==> config.mk <==
export PLATFORM = sky130hd
export DESIGN_NAME = link_tx_sync
export DESIGN_NICKNAME = d
export VERILOG_FILES = /design/src/rtl/link_tx_sync.sv
export SDC_FILE = /design/constraint.sdc
export NUM_CORES = 1
export LEC_CHECK = 0
export ABC_CLOCK_PERIOD_IN_PS = 1320
export CORE_AREA = 2 2 39 41
export CTS_BUF_LIST = sky130_fd_sc_hd__clkbuf_8
export CTS_CLUSTER_SIZE = 28
export DETAILED_ROUTE_END_ITERATION = 6
export DIE_AREA = 0 0 41 43
export GPL_ROUTABILITY_DRIVEN = 0
export PLACE_DENSITY = 0.68
export SLEW_MARGIN = 20
export SYNTH_ARGS = -nofsm -noshare
export SYNTH_HDL_FRONTEND = slang
export SYNTH_SLANG_ARGS = --single-unit
==> constraint.sdc <==
create_clock -name clk -period 1.32 [get_ports clk]
set_input_delay 0.198 -clock clk [delete_from_list [all_inputs] [get_ports clk]]
set_output_delay 0.198 -clock clk [all_outputs]
set_load 0.02 [all_outputs]
==> src/rtl/link_tx_sync.sv <==
// rtl/link_tx_sync.sv - clocked valid/ready to dual-rail link transmitter
//
// Converts a synchronous valid/ready word stream into a delay-insensitive
// dual-rail link. Two-phase ("TP") toggles one rail per bit for each word.
// Four-phase ("FP") raises one rail per bit and returns the rails to zero.
//
// Ports:
//   clk       sole clock
//   rst_n     asynchronous active-low reset
//   in_data   word to send (REG_WIDTH bits)
//   in_valid  in_data is valid
//   in_ready  word accepted on a clk edge with in_valid && in_ready
//   err       sticky protocol error (unexpected ack while idle)
//   out_data  link rails, out_data[r][b] = rail r of bit b
//   out_ack   link acknowledge from the receiver (asynchronous)
module link_tx_sync #(
  parameter int REG_WIDTH   = 2,
  parameter     ENC         = "TP",
  parameter int SYNC_STAGES = 2
) (
  input  logic                       clk,
  input  logic                       rst_n,
  input  logic [REG_WIDTH-1:0]       in_data,
  input  logic                       in_valid,
  output logic                       in_ready,
  output logic                       err,
  output logic [1:0][REG_WIDTH-1:0]  out_data,
  input  logic                       out_ack
);

  localparam bit IS_FP = (ENC == "FP");

  generate
    if ((ENC != "TP") && (ENC != "FP")) begin : g_bad_enc
      $error("link_tx_sync: ENC must be \"TP\" or \"FP\"");
    end
    if (SYNC_STAGES < 2) begin : g_bad_sync
      $error("link_tx_sync: SYNC_STAGES must be at least 2");
    end
  endgenerate

  // ST_WAIT is the TP wait state and the FP wait-for-ack-high state.
  typedef enum logic [1:0] {
    ST_IDLE    = 2'd0,
    ST_WAIT    = 2'd1,
    ST_RTZ     = 2'd2,
    ST_WAIT_LO = 2'd3
  } state_t;

  state_t                      r_state;
  logic [SYNC_STAGES-1:0]      r_sync;
  logic                        r_ack_ph;
  logic                        r_err;
  logic [1:0][REG_WIDTH-1:0]   r_data;

  logic                        w_ack_s;
  logic                        w_accept;
  logic [1:0][REG_WIDTH-1:0]   w_hot;

  assign w_ack_s  = r_sync[SYNC_STAGES-1];
  assign in_ready = (r_state == ST_IDLE);
  assign w_accept = in_valid && in_ready;
  assign err      = r_err;
  assign out_data = r_data;

  // One rail per bit selected by the bit value: rail 1 for a one, rail 0 for a zero.
  assign w_hot[1] = in_data;
  assign w_hot[0] = ~in_data;

  always_ff @(posedge clk or negedge rst_n) begin
    if (!rst_n) begin
      r_state  <= ST_IDLE;
      r_sync   <= '0;
      r_ack_ph <= 1'b0;
      r_err    <= 1'b0;
      r_data   <= '0;
    end else begin
      r_sync <= {r_sync[SYNC_STAGES-2:0], out_ack};
      case (r_state)
        ST_IDLE: begin
          // An ack while idle is a receiver fault; TP realigns its phase so
          // the next word still completes on the following toggle.
          if (IS_FP) begin
            if (w_ack_s) r_err <= 1'b1;
          end else if (w_ack_s != r_ack_ph) begin
            r_err    <= 1'b1;
            r_ack_ph <= w_ack_s;
          end
          if (w_accept) begin
            r_data  <= IS_FP ? w_hot : (r_data ^ w_hot);
            r_state <= ST_WAIT;
          end
        end
        ST_WAIT: begin
          if (IS_FP) begin
            if (w_ack_s) begin
              r_data  <= '0;
              r_state <= ST_RTZ;
            end
          end else if (w_ack_s != r_ack_ph) begin
            r_ack_ph <= w_ack_s;
            r_state  <= ST_IDLE;
          end
        end
        // Spacer cycle between clearing the rails and watching for ack low.
        ST_RTZ: r_state <= ST_WAIT_LO;
        ST_WAIT_LO: begin
          if (!w_ack_s) r_state <= ST_IDLE;
        end
        default: r_state <= ST_IDLE;
      endcase
    end
  end

endmodule
* Word level (Yosys, flattened, before mapping)
Cells that the tools add are included.
** Operators by class
- Equal/unequal tests :: 7
- Multiplexer cells :: 4
- Bitwise operators :: 2
- Reduce and logical (&&, ||, !) cells :: 7
** Operator list (count)
- 2-bit one-hot mux with 4 select lines :: 1
- 2-bit two-way mux :: 3
- 2-bit AND reduction :: 3
- 2-bit == test (second input constant) :: 2
- 2-bit inequality test (second input constant) :: 2
- 4-bit XOR :: 1
- 3-bit AND reduction :: 1
- 2-bit by 1-bit == test with 1-bit output (second input constant) :: 1
- 2-bit zero test :: 1
- 2-bit by 1-bit inequality test with 1-bit output (second input constant) :: 1
- 2-bit NOT :: 1
- 2-bit OR reduction :: 1
- 1-bit logical AND :: 1
- 1-bit inequality test :: 1
** Word-level totals
- Register bits :: 10
- Logic and storage cells :: 26
- Output and inout port bits :: 6

* Longest topological paths before layout
- Word-level depth :: 4
- Gate-level depth with buffers :: 3

* Worst setup path before layout
OpenSTA, ideal clock, no wires.
- Path kind :: flip-flop to flip-flop
- Start :: register r_state[1]
- End :: register r_err, in the netlist err
- Setup time :: 0.065 ns
- Clock period less this slack :: 1.037 ns
- Cell stages (with the launch flop) :: 4
- Slack :: 0.283 ns
- Data arrival time :: 0.972 ns
- Path through :: dfrtp_1 buf_6 nor2_1 a21o_1
** Between the ends
- Cells in the longest elaborated chain, start to end :: 2
** RTL lines
- start: declaration :: RTL line 50 : state_t r_state;
- start signal: assignment :: RTL line 72 : r_state <= ST_IDLE;
- start signal: assignment :: RTL line 91 : r_state <= ST_WAIT;
- start signal: assignment :: RTL line 98 : r_state <= ST_RTZ;
- 2-bit zero test
- named net in_ready :: RTL line 25 : output logic in_ready,
- 2-bit AND reduction (no line)
- end signal: assignment :: RTL line 75 : r_err <= 1'b0;
- end signal: assignment :: RTL line 84 : if (w_ack_s) r_err <= 1'b1;
- end signal: assignment :: RTL line 86 : r_err <= 1'b1;
- end: declaration :: RTL line 53 : logic r_err;
The timed path passes the listed nets, and every way through them passes these cells.
A chain may end at the register's enable or synchronous reset.

* Worst setup path after layout
- Start :: register r_state[1]
- End :: output in_ready
** Between the ends
- Cells in the longest elaborated chain, start to end :: 1
** RTL lines
- 2-bit zero test :: RTL line 61 : assign in_ready = (r_state == ST_IDLE);
- end: declaration :: RTL line 25
No other way between the ends.

==> impl_metrics.ini <==
[power_and_ir_drop]
total_power_mw = 1.10
vdd_drop_max_mv = 0.947
switching_share_pct = 29.5
p_int_mw = 0.774
power_density_mw_per_mm2 = 1820
pwr-share-clk_pct = 34.5
combPwrFrac_pct = 26.6
pwr-share-seq_pct = 38.9
p_switching_mw = 0.324
leakage_nw = 0.269

[outcome]
status = completed

[clock_network]
root_buffer = clkbuf_8
path_clk_slew_ns = 0.05
clk_latency_ns = 0.23
cts_tree = done
cts_made_buffers = 3
htree_num_levels = 1
cts_sinks = 10
clockBufferDepth = 2

[run]
maxCapViolCount = 0

[logic_synthesis]
synthesis.nets = 35
synth_area_um2 = 427
synth_edf_count = 0
synth_most_common_cell = dfrtp_1
synth_cells = 29
synth_top_area_share_pct = 58.7
yosysWarnings = 0
synth_common_cells = dfrtp_1 (10), xor2_1 (5), and4bb_1 (2), nor2b_1 (2), nor4b_2 (2)
synth_area_leaders = dfrtp_1 (59%), xor2_1 (10%), nor4b_2 (7.0%), and4bb_1 (5.9%), and4bb_2 (2.9%)
ys_ff_latch = 10
syn_area_per_cell_um2 = 14.7
synth_async_sr_flop_share_pct = 100
yosysTopAreaCell = dfrtp_1
synth-main-ff-cell = dfrtp_1
synth_cell_types = 13
seq_area_frac_synth_pct = 58.7

[drt]
drt_iter0_markers = 1
drt_wl_total_um = 735
drc = 0
ant_nets = 0
wire_per_inst_um = 12.0
num_vias = 279
drtPass1Iterations = 3
vias_per_cell = 4.57

[global_route]
grt_pass1_wl_mm = 1.19
grt_max_degree = 11
overflow = 0
antenna_found_initial = 0
grt_pass1_vias = 274
grt_usage_pct = 11.3

[place]
dp_hpwl_um = 535
port_buffers = 11
pre_cts_ws_ns = -0.00632

[critical_path]
reg2reg_depth = 3
required_ns = 1.12
crit_path_start_kind = register
rrSetupSlack_ns = 0.23
endpoint_kind = output port
arrival_ns = 0.95
critPathKind = register to output port
worst-path-max-fanout = 2
rr_endpoint = out_data[0]$_DFFE_PN0P_
r2r_start = r_state[1]$_DFFE_PN0P_

[timing]
slew_viol_final = 0
slew-limit-headroom_pct = 70.6
hold_violations = 0
fmax_mhz = 872
worst_slew_pin_slew_ns = 0.440
clock_skew_ns = 0.000842
finalCriticalPeriod_ns = 1.15
finalCritPeriodShare_pct = 86.9
rsz0062_at_grt = false
fin_ws_ns = 0.173
setup_violations = 0
fin_setup_tns_ns = 0

[floorplan]
io_pins = 12
row_count = 14
core_mm2 = 0.00138
initial_core_util_pct = 30.8
dieArea_mm2 = 0.00176
die_h_um = 43
die_width_um = 41

[finish]
drive_above_1_share_pct = 24.4
final_core_util_pct = 43.7
syn_to_final_growth_pct = 41.6
antenna_cells = 0
fin_nets = 52

[hold_path]
min_path_type = input pin to asynchronous set/reset pin
power by group through the flow:
stage                     Clock, mW  Combinational [mW]  Sequential, mW
after global routing          0.410               0.321           0.439
after floorplan                   0              0.0765           0.518
final                         0.378               0.292           0.427
after global placement            0               0.338           0.434
after detailed placement          0               0.346           0.436
after CTS                     0.392               0.299           0.429
per-layer routing:
| layer | GRT usage, % | wire length (um) | vias to the layer above |
|---|---|---|---|
| li1 | - | - | 132 |
| met1 | 12.1 | 316 | 132 |
| met2 | 14.4 | 304 | 13 |
| met3 | 5.76 | 98 | 2 |
| met4 | 12.0 | 16 | 0 |
| met5 | 0 | 0 | - |
worst max-delay path by stage:
stage	start	end	slack [ns]
floorplan	r_state[1]$_DFFE_PN0P_	err$_DFFE_PN0P_	0.28
global placement	r_state[1]$_DFFE_PN0P_	in_ready	0.007
detailed placement	r_state[1]$_DFFE_PN0P_	in_ready	-0.006
CTS	r_state[1]$_DFFE_PN0P_	in_ready	0.003
global route	r_state[1]$_DFFE_PN0P_	in_ready	0.13
finish	r_state[1]$_DFFE_PN0P_	in_ready	0.17
per-stage QoR:
stage                     instances  cell area, um^2  hold WS [ns]
after detailed placement         57              561         0.337
after global placement           57              561         0.334
after global routing             61              604         0.325
after CTS                        61              608         0.294
after floorplan                  29              427       -0.0976
final                            61              604         0.275
critical path: stages, from the launching register on:
cell and delay, ns:
dfrtp_1 0.38, nor2_1 0.15, clkbuf_2 0.19
placed cells by master, fill, tap and decap left out:
| cell | n |
|---|---|
| nor2b_1 | 2 |
| dfrtp_1 | 10 |
| nor4b_2 | 2 |
| a211oi_1 | 1 |
| nor3_1 | 1 |
| or2_0 | 1 |
| and4bb_2 | 1 |
| buf_4 | 2 |
| mux2_2 | 1 |
| clkdlybuf4s50_1 | 5 |
| clkbuf_8 | 4 |
| nor2_1 | 1 |
| xor2_1 | 5 |
| a21o_1 | 1 |
| dlygate4sd2_1 | 5 |
| and4bb_1 | 2 |
| clkbuf_2 | 1 |
sequential cells by signal, summed over array words and instances, names as in the netlist:
name,cells
out_data,4
r_state,2
r_sync,2
err,1
r_ack_ph,1
layout make-up:
class / instances / area, um^2
repair buffers: 13 / 114
well taps: 16 / 20.0
fillers: 145 / 779
multi-input cells: 18 / 165
flip-flops and latches: 10 / 250
clock buffers: 4 / 55.1
kinds of logic after synthesis:
| family | Yosys count | synth area share (%) |
|---|---|---|
| simple gates | 10 | 22.3 |
| compound gates | 2 | 3.52 |
| buf+inv | 1 | 2.64 |
| mux | 1 | 2.64 |
| xor+xnor | 5 | 10.3 |
| flops | 10 | 58.7 |
repair_timing:
action,4_1_cts,5_1_grt
resized for setup,6,2
setup buffers,0,0
setup endpoints to repair,6,1
hold buffers,0,0
(Power assumes the default switching activity.)
